==> config.mk <==
export PLATFORM = sky130hd
export DESIGN_NAME = dm_arbiter
export DESIGN_NICKNAME = d
export VERILOG_FILES = /design/src/rtl/dm_arbiter.sv
export SDC_FILE = /design/constraint.sdc
export NUM_CORES = 1
export LEC_CHECK = 0
export BUFFER_PORTS_ARGS = -buffer_cell sky130_fd_sc_hd__buf_2
export CAP_MARGIN = 40
export CORE_ASPECT_RATIO = 0.9
export CORE_UTILIZATION = 46
export CTS_CLUSTER_SIZE = 14
export DETAILED_ROUTE_END_ITERATION = 8
export HOLD_SLACK_MARGIN = 0.12
export PLACE_DENSITY = 0.77
export SYNTH_ARGS = -nofsm -noshare
export SYNTH_HDL_FRONTEND = slang
export SYNTH_SLANG_ARGS = --single-unit
==> constraint.sdc <==
create_clock -name clock -period 2 [get_ports clock]
set_input_delay 0.4 -clock clock [delete_from_list [all_inputs] [get_ports clock]]
set_output_delay 0.4 -clock clock [all_outputs]
set_load 0.02 [all_outputs]
==> src/rtl/dm_arbiter.sv <==
// dm_arbiter: shares the single-port data memory between the CPU datapath and
// the external pixel loader/readout port. One access in flight at a time:
// IDLE -> ACCESS (strobe) -> WAIT (read latency) -> DONE (completion pulse).
// Optional feature macro: DM_ARB_ROUND_ROBIN_EN (round-robin on ties; default
// build gives ties to the external port).
module dm_arbiter #(
  parameter int unsigned ADDR_W      = 20,
  parameter int unsigned DATA_W      = 32,
  parameter int unsigned WAIT_CYCLES = 1
) (
  input  logic              clock,
  input  logic              rst,
  input  logic              cpu_req,
  input  logic              cpu_we,
  input  logic [ADDR_W-1:0] cpu_addr,
  input  logic [DATA_W-1:0] cpu_wdata,
  output logic              cpu_gnt,
  output logic              cpu_done,
  output logic [DATA_W-1:0] cpu_rdata,
  input  logic              ext_req,
  input  logic              ext_we,
  input  logic [ADDR_W-1:0] ext_addr,
  input  logic [DATA_W-1:0] ext_wdata,
  output logic              ext_gnt,
  output logic              ext_done,
  output logic [DATA_W-1:0] ext_rdata,
  output logic [ADDR_W-1:0] mem_addr,
  output logic [DATA_W-1:0] mem_wdata,
  output logic              mem_we,
  output logic              mem_re,
  input  logic [DATA_W-1:0] mem_rdata,
  output logic              busy
);

  typedef enum logic [1:0] {StIdle, StAccess, StWait, StDone} state_e;

  state_e            state_q, state_d;
  logic [2:0]        cnt_q, cnt_d;
  logic              last_ext_q, last_ext_d;  // winner of the most recent grant
  logic              cur_ext_q, cur_ext_d;    // owner of the access in flight
  logic              cur_we_q, cur_we_d;
  logic [ADDR_W-1:0] mem_addr_q, mem_addr_d;
  logic [DATA_W-1:0] mem_wdata_q, mem_wdata_d;
  logic              mem_we_q, mem_we_d;
  logic              mem_re_q, mem_re_d;
  logic              cpu_gnt_q, cpu_gnt_d;
  logic              ext_gnt_q, ext_gnt_d;
  logic              cpu_done_q, cpu_done_d;
  logic              ext_done_q, ext_done_d;
  logic [DATA_W-1:0] cpu_rdata_q, cpu_rdata_d;
  logic [DATA_W-1:0] ext_rdata_q, ext_rdata_d;
  logic              busy_q, busy_d;
  logic              pick_ext;
  logic              sel_we;
  logic              to_done;

  // Arbitration: decide which requester wins when IDLE sees a request.
  always_comb begin
`ifdef DM_ARB_ROUND_ROBIN_EN
    pick_ext = ext_req && (!cpu_req || !last_ext_q);
`else
    pick_ext = ext_req;
`endif
    sel_we = pick_ext ? ext_we : cpu_we;
  end

  // Next-state and registered-output computation.
  always_comb begin
    state_d     = state_q;
    cnt_d       = cnt_q;
    last_ext_d  = last_ext_q;
    cur_ext_d   = cur_ext_q;
    cur_we_d    = cur_we_q;
    mem_addr_d  = mem_addr_q;
    mem_wdata_d = mem_wdata_q;
    mem_we_d    = 1'b0;
    mem_re_d    = 1'b0;
    cpu_gnt_d   = 1'b0;
    ext_gnt_d   = 1'b0;
    cpu_done_d  = 1'b0;
    ext_done_d  = 1'b0;
    cpu_rdata_d = cpu_rdata_q;
    ext_rdata_d = ext_rdata_q;
    to_done     = 1'b0;

    unique case (state_q)
      StIdle: begin
        if (cpu_req || ext_req) begin
          cur_ext_d   = pick_ext;
          last_ext_d  = pick_ext;
          cur_we_d    = sel_we;
          mem_addr_d  = pick_ext ? ext_addr : cpu_addr;
          mem_wdata_d = pick_ext ? ext_wdata : cpu_wdata;
          mem_we_d    = sel_we;
          mem_re_d    = !sel_we;
          cpu_gnt_d   = !pick_ext;
          ext_gnt_d   = pick_ext;
          state_d     = StAccess;
        end
      end
      StAccess: begin
        cnt_d = 3'(WAIT_CYCLES);
        if (WAIT_CYCLES > 0) begin
          state_d = StWait;
        end else begin
          to_done = 1'b1;
        end
      end
      StWait: begin
        cnt_d = cnt_q - 3'd1;
        if (cnt_q == 3'd1) begin
          to_done = 1'b1;
        end
      end
      StDone: begin
        state_d = StIdle;
      end
      default: state_d = StIdle;
    endcase

    // Completion pulse and read-data capture happen on the edge entering DONE.
    if (to_done) begin
      state_d    = StDone;
      cpu_done_d = !cur_ext_q;
      ext_done_d = cur_ext_q;
      if (!cur_we_q) begin
        if (cur_ext_q) begin
          ext_rdata_d = mem_rdata;
        end else begin
          cpu_rdata_d = mem_rdata;
        end
      end
    end

    busy_d = (state_d != StIdle);
  end

  // State and output registers with synchronous reset.
  always_ff @(posedge clock) begin
    if (rst) begin
      state_q     <= StIdle;
      cnt_q       <= '0;
      last_ext_q  <= 1'b0;
      cur_ext_q   <= 1'b0;
      cur_we_q    <= 1'b0;
      mem_addr_q  <= '0;
      mem_wdata_q <= '0;
      mem_we_q    <= 1'b0;
      mem_re_q    <= 1'b0;
      cpu_gnt_q   <= 1'b0;
      ext_gnt_q   <= 1'b0;
      cpu_done_q  <= 1'b0;
      ext_done_q  <= 1'b0;
      cpu_rdata_q <= '0;
      ext_rdata_q <= '0;
      busy_q      <= 1'b0;
    end else begin
      state_q     <= state_d;
      cnt_q       <= cnt_d;
      last_ext_q  <= last_ext_d;
      cur_ext_q   <= cur_ext_d;
      cur_we_q    <= cur_we_d;
      mem_addr_q  <= mem_addr_d;
      mem_wdata_q <= mem_wdata_d;
      mem_we_q    <= mem_we_d;
      mem_re_q    <= mem_re_d;
      cpu_gnt_q   <= cpu_gnt_d;
      ext_gnt_q   <= ext_gnt_d;
      cpu_done_q  <= cpu_done_d;
      ext_done_q  <= ext_done_d;
      cpu_rdata_q <= cpu_rdata_d;
      ext_rdata_q <= ext_rdata_d;
      busy_q      <= busy_d;
    end
  end

  assign cpu_gnt   = cpu_gnt_q;
  assign cpu_done  = cpu_done_q;
  assign cpu_rdata = cpu_rdata_q;
  assign ext_gnt   = ext_gnt_q;
  assign ext_done  = ext_done_q;
  assign ext_rdata = ext_rdata_q;
  assign mem_addr  = mem_addr_q;
  assign mem_wdata = mem_wdata_q;
  assign mem_we    = mem_we_q;
  assign mem_re    = mem_re_q;
  assign busy      = busy_q;

endmodule
==> impl_metrics.yaml <==
outcome:
  status: "finished clean"
cts:
  cts-root-buf: "clkbuf_16"
  cts_tree: "yes"
  cts_setup_buffers: 0
  postCtsResizedCells: 0
  worstSkewPairLatency_ns: 0.41
  cts-htree-levels: 4
  cts_sinks: 130
  holdBufCountCts: 0
  cts.clk_slew.worst_paths_ns: 0.06
  clk_path_buf_depth: 2
  numCtsBuffers: 17
setup_path:
  crit_buf_inv: 2
  ff2ff_path_depth: 6
  r2r-end: "ext_rdata[16]$_SDFFE_PP0P_"
  r2r-start: "state_q[0]$_SDFF_PP0_"
  arrival_ns: 2.18
  cp-end-kind: "flop"
  worst-path-stages: 6
  worstPathCellList: "inv_1 -> ha_1 -> nand3b_2 -> or3b_2 -> buf_12 -> mux2i_1"
  critical_path_class: "flop to flop"
  cpPeakStageDelay_ns: 0.53
  crit_family: "simple AND/OR/NAND/NOR gates"
  slowest_stage: "or3b_2"
  crit_required_ns: 2.29
  cp_max_fo: 32
  startpoint_type: "flop"
  reg2reg_setup_slack_ns: 0.11
drt:
  vias_per_cell: 4.87
  firstDrtPassIters: 5
  routedWlPerCell_microns: 14.2
  drc: 0
  detail-route-antenna-nets: 0
  drt_iter0_drc: 202
  via_count: 4617
  finalWirelength_microns: 13500
die:
  coreArea_sq_um: 11500
  io_pins: 265
  rows: 37
  die_h_microns: 105
  die_area_sq_um: 12300
  start_util_pct: 47.4
  die_w_microns: 117
timing:
  setup_slack_ns: 0.109
  finClkSkew_ns: 0.00654
  setup_viol: 0
  maxSlewViolCount: 0
  fin_crit_ns: 1.89
  maxSlewHeadroom_pct: 76.7
  min_period_over_period_pct: 94.6
  fmax_mhz: 529
  fin_tns_setup_ns: 0
  rsz0062_at_grt: "false"
  hold_viol: 0
  worst_hold_slack_ns: 0.274
  worst_slew_pin_slew_ns: 0.350
final_layout:
  drive_gt1_share_pct: 39.2
  multi_input_area_sq_um: 2610
  layout.nets: 926
  layout_common_cells: "263 x buf_2, 130 x dfxtp_1, 117 x mux2i_1, 96 x nand2b_1, 56 x nor2_1"
  layoutNonFillerInstCount: 949
  fillers: 916
  final-seq-area_sq_um: 2600
  antenna_cells: 0
  area_growth_pct: 39.4
  final_common_cell: "buf_2"
flow_run:
  drv_cap: 0
global_route:
  grt_first_pass_wirelength_microns: 20500
  antenna_found_initial: 1
  grt_use_total_pct: 21.8
  grt_max_degree: 65
  grt_pass1_vias: 4286
  grt-ovfl-total: 0
placed_design:
  dp_slack_ns: 0.138
  port_buffers: 264
  hpwl_microns: 9860
  place.gp.congestion: 0.755
  dp_cells: 917
synthesis:
  yosysTopAreaCellShare_pct: 47.8
  netlist_area_sq_um: 5450
  seq_area_frac_synth_pct: 47.8
  syn_nets: 676
  synth.distinct_cells: 26
  ys_warn_count: 0
  synth_cells: 530
  synth.largest_area_cell: "dfxtp_1"
  syn_area_per_cell_sq_um: 10.3
  ys_top_cells_by_area: "dfxtp_1 48%, mux2i_1 21%, nand2b_1 11%"
  ys_ff_latch: 130
power:
  power_density_nw_per_um2: 1300
  p_leak_uw: 0.00378
  ir_drop_v: 0.000916
min_path:
  min_path_cells: 3
  min_from: "mem_rdata[22]"
  hold_end: "cpu_rdata[22]$_SDFFE_PP0P_"
  hold_class: "input pin to flop"
## power by group
group / internal [uW] / total, uW / switching [uW]
Sequential: 3120 / 3390 / 267
Combinational: 1130 / 2960 / 1840
Clock: 2400 / 3530 / 1130
## worst max-delay path by stage
| stage | start | endpoint | slack [ns] |
|---|---|---|---|
| 2_1_floorplan | state_q[0]$_SDFF_PP0_ | cur_we_q$_SDFFE_PP0P_ | 0.36 |
| 3_3_place_gp | state_q[0]$_SDFF_PP0_ | ext_rdata[26]$_SDFFE_PP0P_ | 0.21 |
| 3_5_place_dp | state_q[0]$_SDFF_PP0_ | ext_rdata[22]$_SDFFE_PP0P_ | 0.14 |
| 4_1_cts | state_q[0]$_SDFF_PP0_ | ext_rdata[16]$_SDFFE_PP0P_ | 0.12 |
| 5_1_grt | state_q[0]$_SDFF_PP0_ | ext_rdata[29]$_SDFFE_PP0P_ | 0.002 |
| 6_report | state_q[0]$_SDFF_PP0_ | ext_rdata[16]$_SDFFE_PP0P_ | 0.11 |
## synth_stat cells, drive strengths merged
library cell / instances
nand4b: 1
ha: 4
o211ai: 1
o21ba: 1
nor3: 4
nor2b: 2
o21ai: 4
inv: 5
or3b: 1
nand2: 3
nor2: 56
dfxtp: 130
nand3: 1
mux2i: 117
a211oi: 53
clkbuf: 28
o21a: 1
nand3b: 2
nand2b: 96
nor3b: 2
a21oi: 3
buf: 15
## through the flow
step | utilization, % | power [uW] | cell area (sq um)
after floorplan | - | 5350 | 5450
after global placement | 60.2 | 6290 | 6910
after detailed placement | 60.2 | 6400 | 6910
after CTS | 66.2 | 9950 | 7600
after global routing | 66.2 | 10400 | 7600
final | 66.2 | 9880 | 7600
## registers in the layout, indices dropped and copies added (netlist names)
signal,count
busy,1
cnt_q,3
cpu_done,1
cpu_gnt,1
cpu_rdata,32
cur_ext_q,1
cur_we_q,1
ext_done,1
ext_gnt,1
ext_rdata,32
mem_addr,20
mem_re,1
mem_wdata,32
mem_we,1
state_q,2
## tightest hold or removal path: cells and delay by family
kind / cells / cell delay (ns)
multiplexers: 1 / 0.07
AND/OR/NAND/NOR: 1 / 0.07
buffers and inverters: 1 / 0.10
## layer usage
layer / wire length, microns / global-route usage, % / vias up
met3: 877 / 6.84 / 11
met4: 131 / 7.50 / 0
li1: - / - / 2328
met1: 5670 / 25.0 / 2106
met2: 6800 / 37.9 / 172
met5: 0 / 0 / -
## area by class of cell
type / instances / share of cell area (%)
inverters: 5 / 0.247
well taps: 156 / 2.57
clock inverters: 13 / 3.05
multi-input cells: 352 / 34.3
repair buffers: 274 / 19.6
flip-flops and latches: 130 / 34.3
clock buffers: 19 / 5.96
## cells by family (layout without fill, tap and decap cells)
kind of cell / count (synthesis) / count (layout) / share of synthesized area, %
adder cells (fa/ha/maj): 4 / 4 / 0.919
AND/OR/NAND/NOR: 168 / 168 / 16.8
flip-flops: 130 / 130 / 47.8
AO/OA/AOI/OAI: 63 / 63 / 8.41
multiplexers: 117 / 117 / 21.5
buffers and inverters: 48 / 311 / 4.59
Note: power is estimated with default switching activity, not from simulation.
